--- src/rtl/stream_min_max.sv ---
// Streaming frame min/max tracker with positions and element count.
// Valid/ready on both sides; result held until the consumer takes it.
module stream_min_max #(
    parameter int WIDTH = 8,
    parameter int DEPTH = 16,
    parameter int IDX_W = $clog2(DEPTH)
) (
    input  logic             i_clk,
    input  logic             i_rst_n,
    input  logic             i_signed,
    input  logic             i_valid,
    output logic             o_ready,
    input  logic [WIDTH-1:0] i_data,
    input  logic             i_last,
    output logic             o_valid,
    input  logic             i_ready,
    output logic [WIDTH-1:0] o_min,
    output logic [WIDTH-1:0] o_max,
    output logic [IDX_W-1:0] o_min_idx,
    output logic [IDX_W-1:0] o_max_idx,
    output logic [IDX_W:0]   o_count
);

    typedef enum logic [1:0] {
        IDLE,
        ACC,
        DONE
    } state_t;

    localparam logic [IDX_W:0] DEPTH_C = (IDX_W+1)'(DEPTH);

    state_t           r_state;
    state_t           w_state_nxt;
    logic             r_run;
    logic             r_mode;
    logic [WIDTH-1:0] r_min;
    logic [WIDTH-1:0] r_max;
    logic [IDX_W-1:0] r_min_idx;
    logic [IDX_W-1:0] r_max_idx;
    logic [IDX_W:0]   r_count;

    logic             w_accept;
    logic             w_lt_min;
    logic             w_gt_max;
    logic             w_full;
    logic [IDX_W:0]   w_cnt_nxt;

    // a < b via a + ~b + 1: sign-aware for signed, borrow-out for unsigned
    function automatic logic f_lt(
        input logic [WIDTH-1:0] a,
        input logic [WIDTH-1:0] b,
        input logic             sgn
    );
        logic [WIDTH:0] sum;
        sum = {1'b0, a} + {1'b0, ~b} + {{WIDTH{1'b0}}, 1'b1};
        if (sgn)
            return (a[WIDTH-1] ^ b[WIDTH-1]) ? a[WIDTH-1] : sum[WIDTH-1];
        else
            return ~sum[WIDTH];
    endfunction

    assign o_ready   = r_run && (r_state != DONE);
    assign o_valid   = (r_state == DONE);
    assign w_accept  = i_valid && o_ready;
    assign w_cnt_nxt = r_count + 1'b1;
    assign w_full    = (w_cnt_nxt == DEPTH_C);
    assign w_lt_min  = f_lt(i_data, r_min, r_mode);
    assign w_gt_max  = f_lt(r_max, i_data, r_mode);

    assign o_min     = r_min;
    assign o_max     = r_max;
    assign o_min_idx = r_min_idx;
    assign o_max_idx = r_max_idx;
    assign o_count   = r_count;

    always_ff @(posedge i_clk or negedge i_rst_n) begin
        if (!i_rst_n) begin
            r_state <= IDLE;
            r_run   <= 1'b0;
        end else begin
            r_state <= w_state_nxt;
            r_run   <= 1'b1;
        end
    end

    always_comb begin
        w_state_nxt = r_state;
        unique case (r_state)
            IDLE: begin
                if (w_accept)
                    w_state_nxt = i_last ? DONE : ACC;
            end
            ACC: begin
                if (w_accept && (i_last || w_full))
                    w_state_nxt = DONE;
            end
            DONE: begin
                if (i_ready)
                    w_state_nxt = IDLE;
            end
            default: w_state_nxt = IDLE;
        endcase
    end

    always_ff @(posedge i_clk or negedge i_rst_n) begin
        if (!i_rst_n) begin
            r_mode    <= 1'b0;
            r_min     <= '0;
            r_max     <= '0;
            r_min_idx <= '0;
            r_max_idx <= '0;
            r_count   <= '0;
        end else if (w_accept) begin
            if (r_state == IDLE) begin
                r_mode    <= i_signed;
                r_min     <= i_data;
                r_max     <= i_data;
                r_min_idx <= '0;
                r_max_idx <= '0;
                r_count   <= {{IDX_W{1'b0}}, 1'b1};
            end else begin
                // current count is the zero-based position of this element
                if (w_lt_min) begin
                    r_min     <= i_data;
                    r_min_idx <= r_count[IDX_W-1:0];
                end
                if (w_gt_max) begin
                    r_max     <= i_data;
                    r_max_idx <= r_count[IDX_W-1:0];
                end
                r_count <= w_cnt_nxt;
            end
        end
    end

endmodule

--- config.mk ---
export PLATFORM = sky130hd
export DESIGN_NAME = stream_min_max
export DESIGN_NICKNAME = d
export VERILOG_FILES = /design/src/rtl/stream_min_max.sv
export SDC_FILE = /design/constraint.sdc
export NUM_CORES = 1
export LEC_CHECK = 0
export CORE_MARGIN = 4
export CORE_UTILIZATION = 53
export CTS_CLUSTER_DIAMETER = 60
export DETAILED_ROUTE_END_ITERATION = 8
export PLACE_DENSITY = 0.88
export SLEW_MARGIN = 20
export SYNTH_ARGS = -nofsm -noshare
export SYNTH_HDL_FRONTEND = slang
export SYNTH_SLANG_ARGS = --single-unit
export TNS_END_PERCENT = 30
--- constraint.sdc ---
create_clock -name i_clk -period 7.3 [get_ports i_clk]
set_clock_uncertainty 0.15 [all_clocks]
set_input_delay 1.095 -clock i_clk [delete_from_list [all_inputs] [get_ports i_clk]]
set_output_delay 1.095 -clock i_clk [all_outputs]
set_load 0.03 [all_outputs]
==> key figures, run 1 <==
Cells and area
  • Proportion of layout cells with a drive suffix above 1: 15.09%
  • Nets@finish: 243
  • Commonest non-fill, non-tap cells in the layout: 44 x sky130_fd_sc_hd__clkdlybuf4s50_1, 33 x sky130_fd_sc_hd__dfrtp_1, 19 x sky130_fd_sc_hd__inv_1
  • Number of antenna repair diodes: 0
  • Number of inserted filler cells in the final layout: 224
  • Most frequent standard cell in the layout excluding fill and tap cells: sky130_fd_sc_hd__clkdlybuf4s50_1
  • Area delta synth->final: 28.10%
  • Number of cells in the finished layout apart from fillers: 258

Clock network
  • Clock-pin slew on the worst setup and hold paths: 0.09 ns
  • Root buffer cell: sky130_fd_sc_hd__clkbuf_4
  • Number of post-CTS setup repair buffers: 0
  • Number of gates given a new drive strength after cts: 0
  • Num Clock Sinks: 33
  • Depth of the CTS H-tree: 2
  • Number of CTS-inserted buffers: 5
  • TritonCTS clock tree: done
  • Clock latency reported for the late side of the worst-skew pair: 0.34 ns
  • Post-CTS Hold Fix Bufs: 0
  • Clock tree buffer depth: 2

Status
  • Outcome: completed

Place
  • Number of placed cells counting well taps: 251
  • Detailed-placement wirelength estimate: 3073 µm
  • Input/output buffers: 44
  • Worst setup slack before clock tree synthesis: 2.751 ns
  • Global placement routability congestion: 0.8799

Drt
  • Via count: 1395
  • TritonRoute pass-1 iters: 4
  • DRC errors left: 0
  • Sum of routed wire length over all layers: 4060 µm
  • Routed wirelength normalized by instance count: 15.74 µm
  • Number of nets with antenna violations after routing: 0
  • Iteration-0 DRC count of the detailed router: 74
  • Vias per inst: 5.407

Timing
  • Max-slew violation total from the final report: 0
  • Setup repair after global routing missed its margin: no
  • Pin slew with the least headroom to its limit: 0.9897 ns
  • Total negative slack: 0 ns
  • Final period demand of the worst path: 4.209 ns
  • Number of failing hold endpoints at the final stage: 0
  • Worst relative slew slack: 34.02%
  • Highest attainable clock frequency: 237.6 MHz
  • Final period util: 57.66%
  • Final setup violation count: 0
  • Final worst slack: 3.091 ns

Floorplan
  • Top-level I/O count: 45
  • Die Y: 67.83 µm
  • Floorplan die width: 67.83 µm
  • Initial cell density of the core: 55.96%
  • Placeable core region: 0.003390 mm²
  • Floorplan die area: 0.004600 mm²
  • Placement Rows: 21

Yosys
  • Number of instances in the synthesized netlist: 163
  • Proportion of synthesized flip-flops having asynchronous set or reset: 100.0%
  • Syn Nets: 194
  • Number of enable flip-flop cells after synthesis: 0
  • Synth warn: 0
  • Post-Synthesis Mean Instance Area: 11.64 µm²
  • Main synth FF type: sky130_fd_sc_hd__dfrtp_1
  • Share of the yosys chip area belonging to registers: 43.54%
  • Number of distinct standard cells referenced by the synthesized netlist: 39
  • Post-synthesis cell area: 0.001897 mm²
  • Flip-flop and latch count after synthesis: 33

Setup path
  • Dominant delay contributor by cell family on the critical path: compound AO/OA/AOI/OAI gates
  • Largest incremental delay on the critical path: 0.77 ns
  • Cell breakdown of the critical path: clkdlybuf4s50_1, inv_1, ha_1, a21oi_1, o221ai_1, a21o_1, fa_1, inv_1, a221oi_2, a21oi_2, mux2_2
  • Buffer and inverter count on the worst path: 3
  • Endpoint class of the critical path: flop
  • Most used cell along the critical path: sky130_fd_sc_hd__inv_1
  • Critical-path top delay cell: sky130_fd_sc_hd__a21oi_2
  • Critical Path Start Type: primary input
  • Path type of the worst setup path: primary input to flop
  • Critical Path Fanout Max: 12
  • Worst EP arrival: 4.29 ns
  • Required time at the endpoint of the critical path: 7.38 ns

Job
  • Total of max-cap violations: 0

Global route
  • Pin count of the biggest net entering global routing: 34
  • First-pass GRT wire length: 6803 µm
  • Number of antenna violations at the first check in global routing: 0
  • Overall Global Routing Usage: 20.31%
  • Vias in the first global route: 1479
  • Global route total overflow: 0

Pwr
  • Cell Pwr Density: 438.4 mW/mm²
  • Worst IR Drop VDD: 190.4 µV
  • Leak: 0.001125 µW

Min path
  • Worst min path class: flop to flop
[power by group]
group          switching [µW]  internal (µW)
logic                     338            286
registers                74.8            262
clock network            59.1           45.4
[registers in the layout, summed over array words and instances (netlist names)]
register,cells
o_max,8
o_min,8
o_count,5
o_max_idx,4
o_min_idx,4
r_state,2
r_mode,1
r_run,1
[routing by layer]
layer	routed length [µm]	GRT usage (%)	vias to the layer above
met5	0	0	-
met2	2152	34.75	38
li1	-	-	675
met4	74	9.181	0
met1	1618	23.47	673
met3	215	5.911	9
[final timing paths]
path / startpoint / end / slack, ns / cells after the start
min in group asynchronous: i_rst_n / o_min_idx[1] / 1.00 / 2
hold / removal: o_max_idx[3] / o_max_idx[3] / 0.37 / 1
setup / recovery: i_data[5] / o_max_idx[1] / 3.09 / 11
setup reg to reg: o_max[5] / o_max_idx[1] / 4.02 / 9
max in group asynchronous: i_rst_n / r_state[1] / 5.71 / 2
hold reg to reg: o_max_idx[3] / o_max_idx[3] / 0.37 / 1
[cell families after synthesis]
family,Yosys count,synth area share (%)
AO/OA/AOI/OAI,34,13.19
flip-flops,33,43.54
AND/OR/NAND/NOR,31,9.170
multiplexers,25,16.69
buffers and inverters,22,5.211
adder cells (fa/ha/maj),17,12.01
other,1,0.1977
[stage by stage]
step / hold slack, ns / instance area, µm² / utilization (%) / total power [µW]
floorplan: 0.3713 / 1897 / - / 731.5
global placement: 0.3537 / 2375 / 70.06 / 944.6
detailed placement: 0.3484 / 2375 / 70.06 / 964.9
CTS: 0.3762 / 2430 / 71.69 / 1075
global route: 0.3941 / 2430 / 71.69 / 1137
finish: 0.3725 / 2430 / 71.69 / 1065
[cells in the mapped netlist (2+ instances only)]
library cell | count | area (µm²)
sky130_fd_sc_hd__fa_1 | 2 | 40.04
sky130_fd_sc_hd__inv_1 | 19 | 71.32
sky130_fd_sc_hd__buf_6 | 2 | 22.52
sky130_fd_sc_hd__nor3_1 | 3 | 15.01
sky130_fd_sc_hd__o211a_1 | 3 | 30.03
sky130_fd_sc_hd__mux2i_1 | 8 | 80.08
sky130_fd_sc_hd__mux2_2 | 4 | 45.04
sky130_fd_sc_hd__nand3_1 | 3 | 15.01
sky130_fd_sc_hd__ha_1 | 15 | 187.7
sky130_fd_sc_hd__dfrtp_1 | 33 | 825.8
sky130_fd_sc_hd__a211oi_2 | 2 | 25.02
sky130_fd_sc_hd__a21o_1 | 2 | 15.01
sky130_fd_sc_hd__nand2_1 | 8 | 30.03
sky130_fd_sc_hd__a21oi_2 | 2 | 17.52
sky130_fd_sc_hd__o21ai_0 | 9 | 45.04
sky130_fd_sc_hd__o221ai_1 | 2 | 17.52
sky130_fd_sc_hd__mux2_4 | 12 | 180.2
sky130_fd_sc_hd__nand4_1 | 3 | 18.77
sky130_fd_sc_hd__nor2b_1 | 3 | 18.77
sky130_fd_sc_hd__a21oi_1 | 8 | 40.04
sky130_fd_sc_hd__nand2b_1 | 2 | 12.51
[cell type report]
cell class / count / area, µm² / share of cell area (%)
clock buffer: 7 / 55.05 / 2.266
inverter: 19 / 71.32 / 2.935
multi-input combinational: 108 / 972.2 / 40.01
sequential: 33 / 825.8 / 33.99
tap: 46 / 57.56 / 2.369
timing repair buffer: 45 / 447.9 / 18.43
No activity file was read; power rests on OpenSTA's default activity.
==> run 2: changes to the inputs <==
Settings changed: CORE_UTILIZATION 53 to 49, PLACE_DENSITY 0.88 to 0.83.
Clock period 7.3 ns to 4.33 ns, I/O delays scaled along.
==> run 2 against run 1 <==
  * Sequential share of layout area fell by 0.77 points
  * Critical path depth rose by 1
  * Register-to-register slack got worse by 2.6 ns
  * Clock power rose by 110%
  * Die area rose by 7.2%
  * Worst hold slack got worse by 0.0071 ns
  * Global-route usage fell by 2.7 points
==> key figures, run 2 (synthesized netlist as in run 1, its figures left out) <==
Floorplan
  • Initial cell density of the core: 51.42%
  • Floorplan die width: 70.22 µm
  • Placeable core region: 0.003689 mm²
  • Floorplan die area: 0.004930 mm²
  • Die Y: 70.22 µm
  • Placement Rows: 22
  • Top-level I/O count: 45

Drt
  • Number of nets with antenna violations after routing: 0
  • DRC errors left: 0
  • Via count: 1398
  • Sum of routed wire length over all layers: 3929 µm
  • Routed wirelength normalized by instance count: 14.94 µm
  • Iteration-0 DRC count of the detailed router: 40
  • TritonRoute pass-1 iters: 4
  • Vias per inst: 5.316

Cells and area
  • Fraction of the core area covered by cells at the end of the flow: 67.40%
  • Proportion of layout cells with a drive suffix above 1: 16.28%
  • Commonest non-fill, non-tap cells in the layout: 44 x sky130_fd_sc_hd__clkdlybuf4s50_1, 33 x sky130_fd_sc_hd__dfrtp_1, 19 x sky130_fd_sc_hd__inv_1
  • Number of inserted filler cells in the final layout: 300
  • Post-route cell area: 0.002486 mm²
  • Number of antenna repair diodes: 0
  • Most frequent standard cell in the layout excluding fill and tap cells: sky130_fd_sc_hd__clkdlybuf4s50_1
  • Area of the multi-input gates: 972.2 µm²
  • Nets@finish: 246
  • Area taken by flip-flops and latches: 825.8 µm²
  • Area delta synth->final: 31.07%
  • Number of cells in the finished layout apart from fillers: 263

Clock network
  • Number of post-CTS setup repair buffers: 0
  • Post-CTS Hold Fix Bufs: 0
  • Root buffer cell: sky130_fd_sc_hd__clkbuf_8
  • Clock tree buffer depth: 2
  • Number of CTS-inserted buffers: 5
  • Depth of the CTS H-tree: 2
  • TritonCTS clock tree: done
  • Num Clock Sinks: 33
  • Clock latency reported for the late side of the worst-skew pair: 0.27 ns
  • Number of gates given a new drive strength after cts: 0
  • Clock-pin slew on the worst setup and hold paths: 0.06 ns

Setup path
  • Path type of the worst setup path: primary input to flop
  • Worst EP arrival: 3.50 ns
  • Critical Path Start Type: primary input
  • Critical Path Fanout Max: 8
  • Dominant delay contributor by cell family on the critical path: buffers and inverters
  • Largest incremental delay on the critical path: 0.51 ns
  • Cell breakdown of the critical path: clkdlybuf4s50_1, inv_1, ha_1, a21oi_1, o221ai_1, a21o_1, fa_1, inv_1, a221oi_2, a21oi_2, buf_4, mux2_4
  • Critical-path top delay cell: sky130_fd_sc_hd__clkdlybuf4s50_1
  • Endpoint class of the critical path: flop
  • Most used cell along the critical path: sky130_fd_sc_hd__inv_1
  • Required time at the endpoint of the critical path: 4.34 ns
  • Buffer and inverter count on the worst path: 4

Min path
  • Worst min path class: flop to flop

Place
  • Detailed-placement wirelength estimate: 3092 µm
  • Global placement routability congestion: 0.7685
  • Dpl cell area: 0.002400 mm²
  • Number of placed cells counting well taps: 256
  • Input/output buffers: 44

Global route
  • Pin count of the biggest net entering global routing: 34
  • First-pass GRT wire length: 6962 µm
  • Global route total overflow: 0
  • Overall Global Routing Usage: 17.60%
  • Number of antenna violations at the first check in global routing: 0
  • Vias in the first global route: 1497

Pwr
  • Sw Ratio: 42.95%
  • Internal power summed over all cells: 1055 µW
  • Part of the power in combinational logic: 56.9%
  • Part of the power in the clock network: 12.0%
  • Cell Pwr Density: 743.6 mW/mm²
  • Portion of total power attributed to sequential cells: 31.1%
  • Worst IR Drop VDD: 434.9 µV
  • Sw Pwr: 794.0 µW
  • Leak: 0.001154 µW

Timing
  • Max-slew violation total from the final report: 0
  • Highest attainable clock frequency: 286.4 MHz
  • Final period util: 80.63%
  • Final setup violation count: 0
  • Total negative slack: 0 ns
  • Final period demand of the worst path: 3.491 ns
  • Setup repair after global routing missed its margin: no
  • Number of failing hold endpoints at the final stage: 0

Job
  • Total of max-cap violations: 0

Status
  • Outcome: completed
==> run 2: per-stage QoR <==
step | setup WS [ns] | total power (µW) | hold slack (ns)
4_1_cts | 0.8428 | 1868 | 0.3702
2_1_floorplan | 1.426 | 1233 | 0.2039
3_5_place_dp | 0.5537 | 1634 | 0.3510
3_3_place_gp | 0.6163 | 1609 | 0.3512
5_1_grt | 0.5956 | 1982 | 0.3840
6_report | 0.8386 | 1849 | 0.3654
==> run 2: cell type report <==
class / instances / area share, %
Clock buffer: 7 / 3.473
Tap cell: 48 / 2.416
Multi-Input combinational cell: 108 / 39.10
Sequential cell: 33 / 33.22
Timing Repair Buffer: 48 / 18.92
Inverter: 19 / 2.869
==> run 2: path summary, 6_finish.rpt <==
kind                               from            to  slack (ns)  depth (start not counted)
setup / recovery              i_data[5]      o_max[3]        0.84                         12
hold / removal             o_max_idx[1]  o_max_idx[1]        0.37                          1
setup reg to reg               o_max[5]      o_max[3]        1.39                         10
hold reg to reg            o_max_idx[1]  o_max_idx[1]        0.37                          1
max in group asynchronous       i_rst_n    o_count[1]        3.11                          2
min in group asynchronous       i_rst_n      o_max[4]        0.63                          2
==> run 2: metal layers <==
layer	up-vias	track usage [%]	wire length, µm
met4	0	3.830	17
met1	664	22.76	1832
met2	47	28.54	1852
met3	4	6.043	227
li1	683	-	-
met5	-	0	0
==> run 2: power by group through the flow <==
stage / combinational, µW / sequential (µW) / clock, µW
2_1_floorplan: 427 / 806 / 0
3_3_place_gp: 1030 / 575 / 0
3_5_place_dp: 1060 / 576 / 0
4_1_cts: 1060 / 575 / 232
5_1_grt: 1140 / 599 / 246
6_report: 1050 / 575 / 223
==> run 3: changes to the inputs <==
Clock period 4.33 ns to 3.56 ns, I/O delays scaled along.
==> run 3 against run 2 <==
  * Flip-flop and latch count did not move
  * Sequential share of layout area shrank 0.27 points
  * Core utilization up 0.54 points
  * Count of clock-buffer cells in the layout unchanged
  * Global-route usage up 0.74 points
  * Via count rose by 0.79%
  * Highest routed layer unchanged
==> key figures, run 3 (synthesized netlist as in run 1, its figures left out) <==
Status
  • Outcome: completed

Cells and area
  • Most frequent standard cell in the layout excluding fill and tap cells: sky130_fd_sc_hd__clkdlybuf4s50_1
  • Number of inserted filler cells in the final layout: 312
  • Number of antenna repair diodes: 0
  • Commonest non-fill, non-tap cells in the layout: 44 x sky130_fd_sc_hd__clkdlybuf4s50_1, 33 x sky130_fd_sc_hd__dfrtp_1, 19 x sky130_fd_sc_hd__inv_1
  • Post-route cell area: 0.002506 mm²
  • Proportion of layout cells with a drive suffix above 1: 16.67%
  • Area of the multi-input gates: 972.2 µm²
  • Nets@finish: 247
  • Area delta synth->final: 32.12%
  • Area taken by flip-flops and latches: 825.8 µm²

Drt
  • Via count: 1409
  • Iteration-0 DRC count of the detailed router: 32
  • DRC errors left: 0
  • TritonRoute pass-1 iters: 4
  • Vias per inst: 5.337
  • Number of nets with antenna violations after routing: 0
  • Routed wirelength normalized by instance count: 15.45 µm
  • Sum of routed wire length over all layers: 4080 µm

Floorplan
  • Top-level I/O count: 45
  • Placement Rows: 22
  • Floorplan die area: 0.004930 mm²
  • Initial cell density of the core: 51.42%
  • Placeable core region: 0.003689 mm²
  • Die Y: 70.22 µm
  • Floorplan die width: 70.22 µm

Pwr
  • Cell Pwr Density: 909.2 mW/mm²
  • Worst IR Drop VDD: 502.6 µV
  • Leak: 0.001163 µW
  • Total Power: 2279 µW

Timing
  • Number of failing hold endpoints at the final stage: 0
  • Final hold slack: 0.3608 ns
  • Highest attainable clock frequency: 309.1 MHz
  • Max-slew violation total from the final report: 0
  • Final setup violation count: 0
  • Total negative slack: 0 ns
  • Final period demand of the worst path: 3.235 ns
  • Setup repair after global routing missed its margin: no
  • Final worst slack: 0.3248 ns
  • Final period util: 90.88%

Clock network
  • Number of CTS-inserted buffers: 5
  • Clock tree buffer depth: 2
  • Num Clock Sinks: 33
  • Number of gates given a new drive strength after cts: 0
  • TritonCTS clock tree: done
  • Number of post-CTS setup repair buffers: 0
  • Post-CTS Hold Fix Bufs: 0
  • Clock latency reported for the late side of the worst-skew pair: 0.29 ns
  • Depth of the CTS H-tree: 2
  • Root buffer cell: sky130_fd_sc_hd__clkbuf_8
  • Clock-pin slew on the worst setup and hold paths: 0.06 ns

Place
  • Detailed-placement wirelength estimate: 2986 µm
  • Global placement routability congestion: 0.7967
  • Input/output buffers: 44
  • Dpl cell area: 0.002420 mm²
  • Worst setup slack before clock tree synthesis: 0.07530 ns

Setup path
  • Largest incremental delay on the critical path: 0.52 ns
  • Required time at the endpoint of the critical path: 3.59 ns
  • Critical-path top delay cell: sky130_fd_sc_hd__clkdlybuf4s50_1
  • Path type of the worst setup path: primary input to flop
  • Cell breakdown of the critical path: clkdlybuf4s50_1, inv_1, ha_1, a21oi_1, o221ai_1, a21o_1, fa_1, inv_1, a221oi_2, a21oi_2, buf_4, mux2_2
  • FF-to-FF path depth: 11
  • Worst EP arrival: 3.26 ns
  • Critical Path Fanout Max: 8
  • Critical Path Start Type: primary input
  • Endpoint class of the critical path: flop
  • Most used cell along the critical path: sky130_fd_sc_hd__inv_1

Min path
  • Worst min path class: flop to flop
  • Worst Hold Path Cells: 1

Global route
  • Pin count of the biggest net entering global routing: 34
  • Vias in the first global route: 1553
  • Global route total overflow: 0
  • Overall Global Routing Usage: 18.34%
  • First-pass GRT wire length: 7093 µm
  • Number of antenna violations at the first check in global routing: 0

Job
  • Total of max-cap violations: 0
## run 3: worst paths after layout
| path | start | to | slack (ns) |
|---|---|---|---|
| worst max-delay path | i_data[5] | o_max_idx[1] | 0.32 |
| max in group asynchronous | i_rst_n | o_min_idx[0] | 2.47 |
| worst min register to register | o_min_idx[3] | o_min_idx[3] | 0.36 |
| min in group asynchronous | i_rst_n | o_max[2] | 0.49 |
| worst min-delay path | o_min_idx[3] | o_min_idx[3] | 0.36 |
| worst max register to register | o_min[5] | o_min_idx[0] | 0.67 |
## run 3: metrics by stage
stage,util (%),cells
after floorplan,-,163
after global placement,65.60,257
after detailed placement,65.60,257
after CTS,67.94,264
after global routing,67.94,264
final,67.94,264
## run 3: where the power goes
| group | total (µW) | internal [µW] | switching, µW |
|---|---|---|---|
| clock | 290 | 153 | 136 |
| sequential | 697 | 539 | 158 |
| combinational | 1290 | 599 | 693 |
## run 3: routing by layer
layer / routed length (µm) / GRT usage (%) / up-vias
li1: - / - / 681
met5: 0 / 0 / -
met1: 1850 / 22.52 / 684
met3: 226 / 6.043 / 6
met4: 63 / 6.383 / 0
met2: 1939 / 30.12 / 38
## run 3: cell type report
| type | instances | share of cell area (%) |
|---|---|---|
| clock buffers | 7 | 3.445 |
| flip-flops and latches | 33 | 32.95 |
| repair buffers | 49 | 19.57 |
| multi-input cells | 108 | 38.79 |
| inverters | 19 | 2.846 |
| well taps | 48 | 2.396 |
## run 3: critical path: cells and delay by family
kind	cells	cell delay [ns]
buffers and inverters	4	0.88
AOI/OAI and AO/OA	5	0.81
adders and majority gates	2	0.69
muxes	1	0.34
